File: src/rtl/missle_collision_pkg.sv
// Shared game constants and the missile-collision FSM state encoding.
// Imported by the collision top level and by other sprite-collision blocks.
package missle_collision_pkg;

  localparam int unsigned SCREEN_W = 1024;
  localparam int unsigned SCREEN_H = 768;
  localparam int unsigned COORD_W  = 12;

  localparam int unsigned ENEMY_W  = 48;
  localparam int unsigned ENEMY_H  = 32;
  localparam int unsigned MISSLE_W = 4;
  localparam int unsigned MISSLE_H = 16;

  typedef enum logic [1:0] {
    StIdle = 2'b00,
    StScan = 2'b01,
    StHit  = 2'b10,
    StLock = 2'b11
  } state_e;

endpackage

File: src/rtl/missle_collision_rect_overlap.sv
// Combinational axis-aligned rectangle overlap test.
// Rectangles are given by top-left corner and fixed size. Coordinates are widened by one bit
// before adding the size so the right/bottom edge never wraps. Touching edges do not overlap.
// Ports:
//   a_x_i, a_y_i  top-left of rectangle A (size AW x AH)
//   b_x_i, b_y_i  top-left of rectangle B (size BW x BH)
//   overlap_o     high when the interiors intersect
module missle_collision_rect_overlap #(
  parameter int unsigned CW = 12,
  parameter int unsigned AW = 4,
  parameter int unsigned AH = 16,
  parameter int unsigned BW = 48,
  parameter int unsigned BH = 32
) (
  input  logic [CW-1:0] a_x_i,
  input  logic [CW-1:0] a_y_i,
  input  logic [CW-1:0] b_x_i,
  input  logic [CW-1:0] b_y_i,
  output logic          overlap_o
);

  logic [CW:0] a_l, a_t, a_r, a_b;
  logic [CW:0] b_l, b_t, b_r, b_b;

  always_comb begin
    a_l = {1'b0, a_x_i};
    a_t = {1'b0, a_y_i};
    b_l = {1'b0, b_x_i};
    b_t = {1'b0, b_y_i};
    a_r = a_l + (CW + 1)'(AW);
    a_b = a_t + (CW + 1)'(AH);
    b_r = b_l + (CW + 1)'(BW);
    b_b = b_t + (CW + 1)'(BH);
    overlap_o = (a_l < b_r) && (b_l < a_r) && (a_t < b_b) && (b_t < a_b);
  end

endmodule

File: src/rtl/missle_collision.sv
// Player-missile vs enemy collision checker.
// Once per frame (frame_tick while the missile flies) the latched missile rectangle is tested
// against one enemy slot per cycle, lowest index first. The first alive, overlapping enemy gets a
// one-cycle kill pulse together with missle_hit, and the score grows by POINTS (saturating).
// After a kill the block waits for the missile to disappear so one missile kills at most once.
// Ports:
//   pclk, rst       pixel clock, synchronous active-high reset
//   frame_tick      start-of-vblank pulse that launches a scan
//   missle_on       missile in flight; dropping it aborts a scan / releases the lock
//   missle_xpos/ypos missile top-left, latched at scan start
//   enemy_alive     per-slot alive flags
//   enemy_xpos/ypos packed enemy top-left coordinates, slot i at [12*i +: 12], sampled live
//   score_clr       clears the score, wins over a same-cycle increment
//   enemy_kill      one-hot kill pulse
//   missle_hit      pulse coincident with enemy_kill
//   score           accumulated score
//   busy            high while scanning or in the hit cycle
module missle_collision
  import missle_collision_pkg::*;
#(
  parameter int unsigned N_ENEMY  = 8,
  parameter int unsigned ENEMY_W  = missle_collision_pkg::ENEMY_W,
  parameter int unsigned ENEMY_H  = missle_collision_pkg::ENEMY_H,
  parameter int unsigned MISSLE_W = missle_collision_pkg::MISSLE_W,
  parameter int unsigned MISSLE_H = missle_collision_pkg::MISSLE_H,
  parameter int unsigned SCORE_W  = 16,
  parameter int unsigned POINTS   = 10
) (
  input  logic                   pclk,
  input  logic                   rst,
  input  logic                   frame_tick,
  input  logic                   missle_on,
  input  logic [11:0]            missle_xpos,
  input  logic [11:0]            missle_ypos,
  input  logic [N_ENEMY-1:0]     enemy_alive,
  input  logic [12*N_ENEMY-1:0]  enemy_xpos,
  input  logic [12*N_ENEMY-1:0]  enemy_ypos,
  input  logic                   score_clr,
  output logic [N_ENEMY-1:0]     enemy_kill,
  output logic                   missle_hit,
  output logic [SCORE_W-1:0]     score,
  output logic                   busy
);

  localparam int unsigned IdxW = (N_ENEMY > 1) ? $clog2(N_ENEMY) : 1;
  localparam logic [IdxW-1:0] LastIdx = IdxW'(N_ENEMY - 1);

  state_e              state_q, state_d;
  logic [IdxW-1:0]     idx_q, idx_d;
  logic [11:0]         mx_q, mx_d;
  logic [11:0]         my_q, my_d;
  logic [N_ENEMY-1:0]  kill_q, kill_d;
  logic                hit_q, hit_d;
  logic [SCORE_W-1:0]  score_q, score_d;
  logic                busy_q, busy_d;

  logic [11:0]         ex, ey;
  logic                overlap;
  logic                slot_hit;
  logic [SCORE_W:0]    score_sum;

  // Current slot's coordinates; idx_q doubles as the latched hit index in StHit.
  assign ex = enemy_xpos[12*idx_q +: 12];
  assign ey = enemy_ypos[12*idx_q +: 12];

  missle_collision_rect_overlap #(
    .CW (12),
    .AW (MISSLE_W),
    .AH (MISSLE_H),
    .BW (ENEMY_W),
    .BH (ENEMY_H)
  ) u_overlap (
    .a_x_i     (mx_q),
    .a_y_i     (my_q),
    .b_x_i     (ex),
    .b_y_i     (ey),
    .overlap_o (overlap)
  );

  assign slot_hit  = enemy_alive[idx_q] & overlap;
  assign score_sum = {1'b0, score_q} + (SCORE_W + 1)'(POINTS);

  always_comb begin
    state_d = state_q;
    idx_d   = idx_q;
    mx_d    = mx_q;
    my_d    = my_q;
    kill_d  = '0;
    hit_d   = 1'b0;
    score_d = score_q;

    unique case (state_q)
      StIdle: begin
        if (frame_tick && missle_on) begin
          mx_d    = missle_xpos;
          my_d    = missle_ypos;
          idx_d   = '0;
          state_d = StScan;
        end
      end
      StScan: begin
        // Abort has priority over a hit detected in the same cycle.
        if (!missle_on) begin
          state_d = StIdle;
        end else if (slot_hit) begin
          state_d = StHit;
        end else if (idx_q == LastIdx) begin
          state_d = StIdle;
        end else begin
          idx_d = idx_q + 1'b1;
        end
      end
      StHit: begin
        kill_d[idx_q] = 1'b1;
        hit_d         = 1'b1;
        score_d       = score_sum[SCORE_W] ? '1 : score_sum[SCORE_W-1:0];
        state_d       = StLock;
      end
      StLock: begin
        if (!missle_on) begin
          state_d = StIdle;
        end
      end
      default: state_d = StIdle;
    endcase

    if (score_clr) begin
      score_d = '0;
    end

    busy_d = (state_d == StScan) || (state_d == StHit);
  end

  always_ff @(posedge pclk) begin
    if (rst) begin
      state_q <= StIdle;
      idx_q   <= '0;
      mx_q    <= '0;
      my_q    <= '0;
      kill_q  <= '0;
      hit_q   <= 1'b0;
      score_q <= '0;
      busy_q  <= 1'b0;
    end else begin
      state_q <= state_d;
      idx_q   <= idx_d;
      mx_q    <= mx_d;
      my_q    <= my_d;
      kill_q  <= kill_d;
      hit_q   <= hit_d;
      score_q <= score_d;
      busy_q  <= busy_d;
    end
  end

  assign enemy_kill = kill_q;
  assign missle_hit = hit_q;
  assign score      = score_q;
  assign busy       = busy_q;

endmodule

File: config.mk
export PLATFORM = sky130hd
export DESIGN_NAME = missle_collision
export DESIGN_NICKNAME = d
export VERILOG_FILES = /design/src/rtl/missle_collision_pkg.sv /design/src/rtl/missle_collision_rect_overlap.sv /design/src/rtl/missle_collision.sv
export SDC_FILE = /design/constraint.sdc
export NUM_CORES = 1
export LEC_CHECK = 0
export BUFFER_PORTS_ARGS = -buffer_cell sky130_fd_sc_hd__buf_2
export CORE_UTILIZATION = 48
export CTS_CLUSTER_SIZE = 30
export DETAILED_ROUTE_END_ITERATION = 10
export PLACE_DENSITY = 0.86
export SLEW_MARGIN = 25
export SYNTH_ARGS = -nofsm -noshare
export SYNTH_HDL_FRONTEND = slang
export SYNTH_SLANG_ARGS = --single-unit
File: constraint.sdc
create_clock -name pclk -period 4.6 [get_ports pclk]
set_clock_uncertainty 0.05 [all_clocks]
set_input_delay 0.92 -clock pclk [delete_from_list [all_inputs] [get_ports pclk]]
set_output_delay 0.92 -clock pclk [all_outputs]
set_load 0.03 [all_outputs]
==> impl_metrics.env, run 1 <==
export IMPL_outcome="complete, no violations"
export IMPL_synth_xor_area_share_pct=5.78
export IMPL_synth_simple_gate_area_share_pct=20.4
export IMPL_critPathMaxStageDelay_ns=0.34
export IMPL_synth_ff_type="dfxtp_1"
export IMPL_fp_row_count=38
export IMPL_synth_seq_cells=55
export IMPL_fmax_mhz=226
export IMPL_cts_max_level=2
export IMPL_fillers=908
export IMPL_relSlewSlack_pct=62.4
export IMPL_design_area_um2=6920
export IMPL_start_kind="primary input"
export IMPL_root_buffer="clkbuf_8"
export IMPL_mostFrequentLayoutCells="251 x buf_2, 104 x nand2_1, 52 x dfxtp_1, 51 x ha_1, 49 x a21oi_1"
export IMPL_worst_pin_slew_ns=0.564
export IMPL_postPlaceCellArea_um2=6680
export IMPL_swShare_pct=31.1
export IMPL_layout_min_cycle_time_ns=4.42
export IMPL_switchingPower_uw=357
export IMPL_dp_hpwl_mm=14.8
export IMPL_ios=255
export IMPL_seq_power_share_pct=44.0
export IMPL_finalSetupViolCount=0
export IMPL_clkTransAtPathRegs_ns=0.10
export IMPL_p_clk_share_pct=24.2
export IMPL_drc=0
export IMPL_cts_tree="done"
export IMPL_antenna_left=0
export IMPL_dieHeight_um=107
export IMPL_die_w_um=107
export IMPL_syn_area_um2=5300
export IMPL_layout_drive_gt1_share_pct=39.1
export IMPL_wl_per_cell_um=18.0
export IMPL_postSynthCellCount=618
export IMPL_postRouteWirelength_mm=18.2
export IMPL_worstPathArrival_ns=4.58
export IMPL_synthToLayoutAreaGrowth_pct=30.4
export IMPL_synth_fa_ha_area_share_pct=12.3
export IMPL_p_leak_nw=3.13
export IMPL_synth_compound_area_share_pct=15.4
export IMPL_vias_per_cell=5.70
export IMPL_start_util_pct=49.1
export IMPL_nets=1146
export IMPL_yosysSeqAreaShare_pct=20.8
export IMPL_finalHoldViolations=0
export IMPL_slowest_stage="or3_4"
export IMPL_utilization_pct=64.1
export IMPL_port_buffers=254
export IMPL_crit_required_ns=4.76
export IMPL_combinationalPowerShare_pct=31.7
export IMPL_grt_use_total_pct=31.5
export IMPL_critPathKind="primary input to register"
export IMPL_multi_input_comb_area_um2=3950
export IMPL_clk_latency_ns=0.31
export IMPL_internal_power_uw=790
export IMPL_endpoint_kind="register"
export IMPL_seq_area_um2=1110
export IMPL_hold_class="register to register"
export IMPL_power_density_nw_per_um2=166
export IMPL_synth_top_family_by_area="simple AND/OR/NAND/NOR gates"
export IMPL_grt_overflow_total=0
export IMPL_grt_pass1_wl_mm=28.1
export IMPL_synth_warning_count=0
export IMPL_rsz0062_at_grt="yes"
export IMPL_first_pass_iters=5
export IMPL_irDropWorstVdd_uv=167
export IMPL_coreArea_um2=10800
export IMPL_finalMaxSlewViolations=0
export IMPL_cts_buffer_depth=2
export IMPL_synthMuxAreaShare_pct=19.5
export IMPL_synth_fp_nets=899
export IMPL_synth_async_reset_ratio_pct=0
export IMPL_avgSynthCellArea_um2=8.58
export IMPL_drtIter0Drc=418
export IMPL_synth_edff_count=0
export IMPL_gp_congestion=0.966
export IMPL_drv_cap=0
export IMPL_grt_max_degree=34
export IMPL_whs_path_depth=2
export IMPL_cpMostUsedCell="o21ai_1"
export IMPL_via_count=5770
export IMPL_p_total_mw=1.15
export IMPL_cts_sinks=55
export IMPL_die_area_um2=11500
export IMPL_r2r_cells=17
export IMPL_worstPathCellList="buf_6, mux2i_2, o211ai_1, o21ai_1, o21ai_1, inv_1, ha_2, or2_4, nor2_4, and3_4, xnor2_2, ha_1, a21o_1, or3_4, nor4_2, a211oi_1, o32ai_1, nand4_1, and3b_2, mux2_4"
export IMPL_layout_commonest_cell="buf_2"
export IMPL_antenna_found_initial=8
export IMPL_cts_made_buffers=5
export IMPL_finalCritPeriodShare_pct=96.1
export IMPL_synth_cell_types=59
export IMPL_grt_pass1_vias=5699
export IMPL_critical_path_max_fanout=3
logic make-up after synthesis:
group | Yosys count
AO/OA/AOI/OAI | 125
XOR/XNOR | 35
adder cells (fa/ha/maj) | 52
buffers and inverters | 60
flip-flops | 55
multiplexers | 60
AND/OR/NAND/NOR | 231
flip-flops by register name, summed over array words and instances, names as in the netlist:
register    count
busy            1
mx_q           12
missle_hit      1
score          16
idx_q           3
state_q         2
my_q           12
enemy_kill      8
worst max-delay path: cells and delay by family:
family                   cells  cell delay (ns)
AND/OR/NAND/NOR              7             1.68
AO/OA/AOI/OAI                6             0.94
adder cells (fa/ha/maj)      2             0.48
multiplexers                 2             0.32
buffers and inverters        2             0.15
XOR/XNOR                     1             0.07
power groups by stage:
stage	Clock [mW]	Sequential (mW)	Combinational, mW
finish	0.278	0.505	0.364
CTS	0.281	0.506	0.349
floorplan	0	0.511	0.197
global placement	0	0.516	0.339
global route	0.300	0.507	0.405
detailed placement	0	0.517	0.347
per-layer routing:
layer / vias up / GRT usage (%) / part of all wire, %
met3: 51 / 7.96 / 9.2
met2: 286 / 54.8 / 48
met1: 2679 / 35.5 / 38
met5: - / 0 / 0.071
met4: 2 / 15.8 / 4.4
li1: 2752 / - / -
layout make-up:
type                            count  share of cell area, %
Clock inverter                      3                  0.344
Sequential cell                    55                   16.0
Antenna cell                        7                  0.253
Inverter                           28                   1.52
Timing Repair Buffer              272                   21.2
Clock buffer                        5                  0.995
Multi-Input combinational cell    503                   57.2
Tap cell                          140                   2.53
per-stage QoR:
step	hold WS [ns]	cells	setup slack (ns)	setup TNS [ns]
final	0.411	1013	0.180	0
after global routing	0.434	1012	-0.0725	-0.144
after CTS	0.411	1005	0.0923	0
after detailed placement	0.393	997	-0.146	-0.388
after global placement	0.381	997	0.0107	0
after floorplan	0.400	618	0.323	0
final timing paths:
kind	from	end	slack (ns)
worst min register to register	score[0]$_SDFFE_PP0P_	score[0]$_SDFFE_PP0P_	0.41
worst max register to register	idx_q[0]$_SDFFE_PP0P_	idx_q[0]$_SDFFE_PP0P_	0.19
worst min-delay path	score[0]$_SDFFE_PP0P_	score[0]$_SDFFE_PP0P_	0.41
worst max-delay path	enemy_xpos[52]	idx_q[0]$_SDFFE_PP0P_	0.18
synth_stat cells, drive strengths merged (5+ instances only):
library cell | count | area (µm²)
a211oi | 9 | 67.6
a21oi | 49 | 245
and2 | 10 | 62.6
and3 | 10 | 62.6
buf | 19 | 163
clkbuf | 13 | 48.8
dfxtp | 55 | 1100
ha | 52 | 651
inv | 28 | 105
mux2 | 9 | 101
mux2i | 19 | 190
mux4 | 32 | 743
nand2 | 104 | 390
nand3 | 26 | 130
nand4 | 8 | 50.1
nor2 | 35 | 134
nor2b | 8 | 52.6
nor3 | 7 | 35.0
o211ai | 5 | 37.5
o21ai | 19 | 103
o22ai | 6 | 37.5
xnor2 | 19 | 166
xor2 | 16 | 140
timing repair:
item / CTS / global route
endpoints found under the hold margin: 0 / 0
buffers inserted: 0 / 0
endpoints found under the setup margin: 0 / 6
hold buffers: 0 / 0
resized for setup: 0 / 25
Note: power is estimated with default switching activity, not from simulation.
==> run 2, diff against run 1 <==
--- a/config.mk
+++ b/config.mk
@@ -6,10 +6,11 @@
 export NUM_CORES = 1
 export LEC_CHECK = 0
 export BUFFER_PORTS_ARGS = -buffer_cell sky130_fd_sc_hd__buf_2
-export CORE_UTILIZATION = 48
+export CORE_UTILIZATION = 49
+export CTS_BUF_LIST = sky130_fd_sc_hd__clkbuf_8
 export CTS_CLUSTER_SIZE = 30
 export DETAILED_ROUTE_END_ITERATION = 10
-export PLACE_DENSITY = 0.86
+export PLACE_DENSITY = 0.87
 export SLEW_MARGIN = 25
 export SYNTH_ARGS = -nofsm -noshare
 export SYNTH_HDL_FRONTEND = slang
==> impl_metrics.env, run 2 (same netlist as run 1, synthesis figures left out) <==
export IMPL_drv_cap=0
export IMPL_cts_made_buffers=5
export IMPL_cts_max_level=2
export IMPL_postCtsResizedCells=0
export IMPL_crit_family="simple AND/OR/NAND/NOR gates"
export IMPL_endpoint_kind="register"
export IMPL_cts_tree="done"
export IMPL_finalHoldViolations=0
export IMPL_start_util_pct=50.9
export IMPL_holdBufCountCts=0
export IMPL_first_pass_iters=5
export IMPL_cts_sinks=55
export IMPL_fmax_mhz=225
export IMPL_postPlaceCellArea_um2=6660
export IMPL_combinationalPowerShare_pct=29.4
export IMPL_drc=0
export IMPL_coreArea_um2=10400
export IMPL_ios=255
export IMPL_irDropWorstVdd_uv=173
export IMPL_die_w_um=106
export IMPL_worst_pin_slew_ns=0.532
export IMPL_finalCritPeriodShare_pct=96.5
export IMPL_critPathKind="register to register"
export IMPL_critPathMaxStageDelay_ns=0.40
export IMPL_start_kind="register"
export IMPL_outcome="complete, no violations"
export IMPL_dp_hpwl_mm=14.6
export IMPL_port_buffers=254
export IMPL_crit_required_ns=4.76
export IMPL_layout_min_cycle_time_ns=4.44
export IMPL_layout_commonest_cell="buf_2"
export IMPL_cpMostUsedCell="ha_1"
export IMPL_power_density_nw_per_um2=176
export IMPL_layout_drive_gt1_share_pct=38.4
export IMPL_hold_class="register to register"
export IMPL_nets=1143
export IMPL_grt_use_total_pct=31.0
export IMPL_utilization_pct=65.6
export IMPL_antenna_left=0
export IMPL_finalSetupViolCount=0
export IMPL_relSlewSlack_pct=64.5
export IMPL_root_buffer="clkbuf_8"
export IMPL_die_area_um2=11200
export IMPL_swShare_pct=30.0
export IMPL_slowest_stage="dfxtp_4"
export IMPL_p_total_mw=1.20
export IMPL_worstPathCellList="buf_12, nor2_1, nand2_1, a21oi_1, a211o_1, inv_1, ha_1, or2_2, nor2_2, and3_1, xnor2_1, ha_1, a21o_1, or3_4, nor4_2, a211oi_1, o32ai_1, nand4_1, and3b_2, mux2_2"
export IMPL_grt_overflow_total=0
export IMPL_worstPathArrival_ns=4.60
export IMPL_clk_latency_ns=0.31
export IMPL_gp_congestion=0.927
export IMPL_cp_num_buf_inv=2
export IMPL_p_clk_share_pct=28.5
export IMPL_switchingPower_uw=361
export IMPL_antenna_found_initial=2
export IMPL_vias_per_cell=5.70
export IMPL_grt_max_degree=36
export IMPL_mostFrequentLayoutCells="254 x buf_2, 104 x nand2_1, 52 x ha_1, 52 x dfxtp_1, 49 x a21oi_1"
export IMPL_critical_path_max_fanout=18
export IMPL_largest_register_ffs=16
export IMPL_seq_power_share_pct=42.0
export IMPL_dieHeight_um=106
export IMPL_p_leak_nw=3.11
export IMPL_grt_pass1_wl_mm=27.5
export IMPL_internal_power_uw=842
export IMPL_post_cts_setup_buffer_count=0
export IMPL_finalMaxSlewViolations=0
export IMPL_grt_pass1_vias=5684
export IMPL_design_area_um2=6840
export IMPL_via_count=5709
export IMPL_synthToLayoutAreaGrowth_pct=28.9
export IMPL_fp_row_count=37
export IMPL_wl_per_cell_um=17.7
export IMPL_clkTransAtPathRegs_ns=0.11
export IMPL_drtIter0Drc=295
export IMPL_postRouteWirelength_mm=17.7
export IMPL_cts_buffer_depth=2
==> run 2: path summary, 6_finish.rpt <==
path	startpoint	to	slack, ns	depth (start not counted)
setup / recovery	idx_q[0]$_SDFFE_PP0P_	idx_q[0]$_SDFFE_PP0P_	0.16	20
hold / removal	score[0]$_SDFFE_PP0P_	score[0]$_SDFFE_PP0P_	0.41	2
setup reg to reg	idx_q[0]$_SDFFE_PP0P_	idx_q[0]$_SDFFE_PP0P_	0.16	20
hold reg to reg	score[0]$_SDFFE_PP0P_	score[0]$_SDFFE_PP0P_	0.41	2
==> run 2: final cells by class <==
cell class | instances | area [µm²]
Inverter | 28 | 105
Clock buffer | 5 | 68.8
Antenna cell | 3 | 7.51
Clock inverter | 3 | 50.0
Sequential cell | 55 | 1110
Fill cell | 910 | 3580
Tap cell | 136 | 170
Timing Repair Buffer | 269 | 1410
Multi-Input combinational cell | 503 | 3910
==> run 2: metal layers <==
| metal | share of wire, % | track usage [%] | vias up |
|---|---|---|---|
| met3 | 9.0 | 9.32 | 63 |
| met5 | 0 | 0 | - |
| li1 | - | - | 2756 |
| met2 | 48 | 54.1 | 266 |
| met4 | 4.6 | 15.9 | 0 |
| met1 | 38 | 34.1 | 2624 |
==> run 2: power groups by stage <==
stage | Clock, mW | Sequential, mW | Combinational (mW)
after detailed placement | 0 | 0.517 | 0.344
after floorplan | 0 | 0.511 | 0.197
after global placement | 0 | 0.516 | 0.334
final | 0.344 | 0.506 | 0.354
after CTS | 0.351 | 0.506 | 0.347
after global routing | 0.372 | 0.507 | 0.393
==> run 2: worst register-to-register path, stage by stage, from the launching register on <==
cell and delay [ns]:
dfxtp_4 0.40, buf_12 0.17, nor2_1 0.15, nand2_1 0.08, a21oi_1 0.30, a211o_1 0.19, inv_1 0.05, ha_1 0.22
or2_2 0.33, nor2_2 0.11, and3_1 0.18, xnor2_1 0.12, ha_1 0.26, a21o_1 0.17, or3_4 0.38, nor4_2 0.16
a211oi_1 0.11, o32ai_1 0.15, nand4_1 0.24, and3b_2 0.29, mux2_2 0.25
==> run 2: through the flow <==
stage               setup WS (ns)  hold slack (ns)  TNS (ns)  cells
CTS                         0.147            0.411         0    998
finish                      0.159            0.411         0   1002
detailed placement         -0.129            0.393    -0.341    990
global placement           0.0459            0.382         0    990
global route              -0.0208            0.461   -0.0208   1001
floorplan                   0.323            0.400         0    618
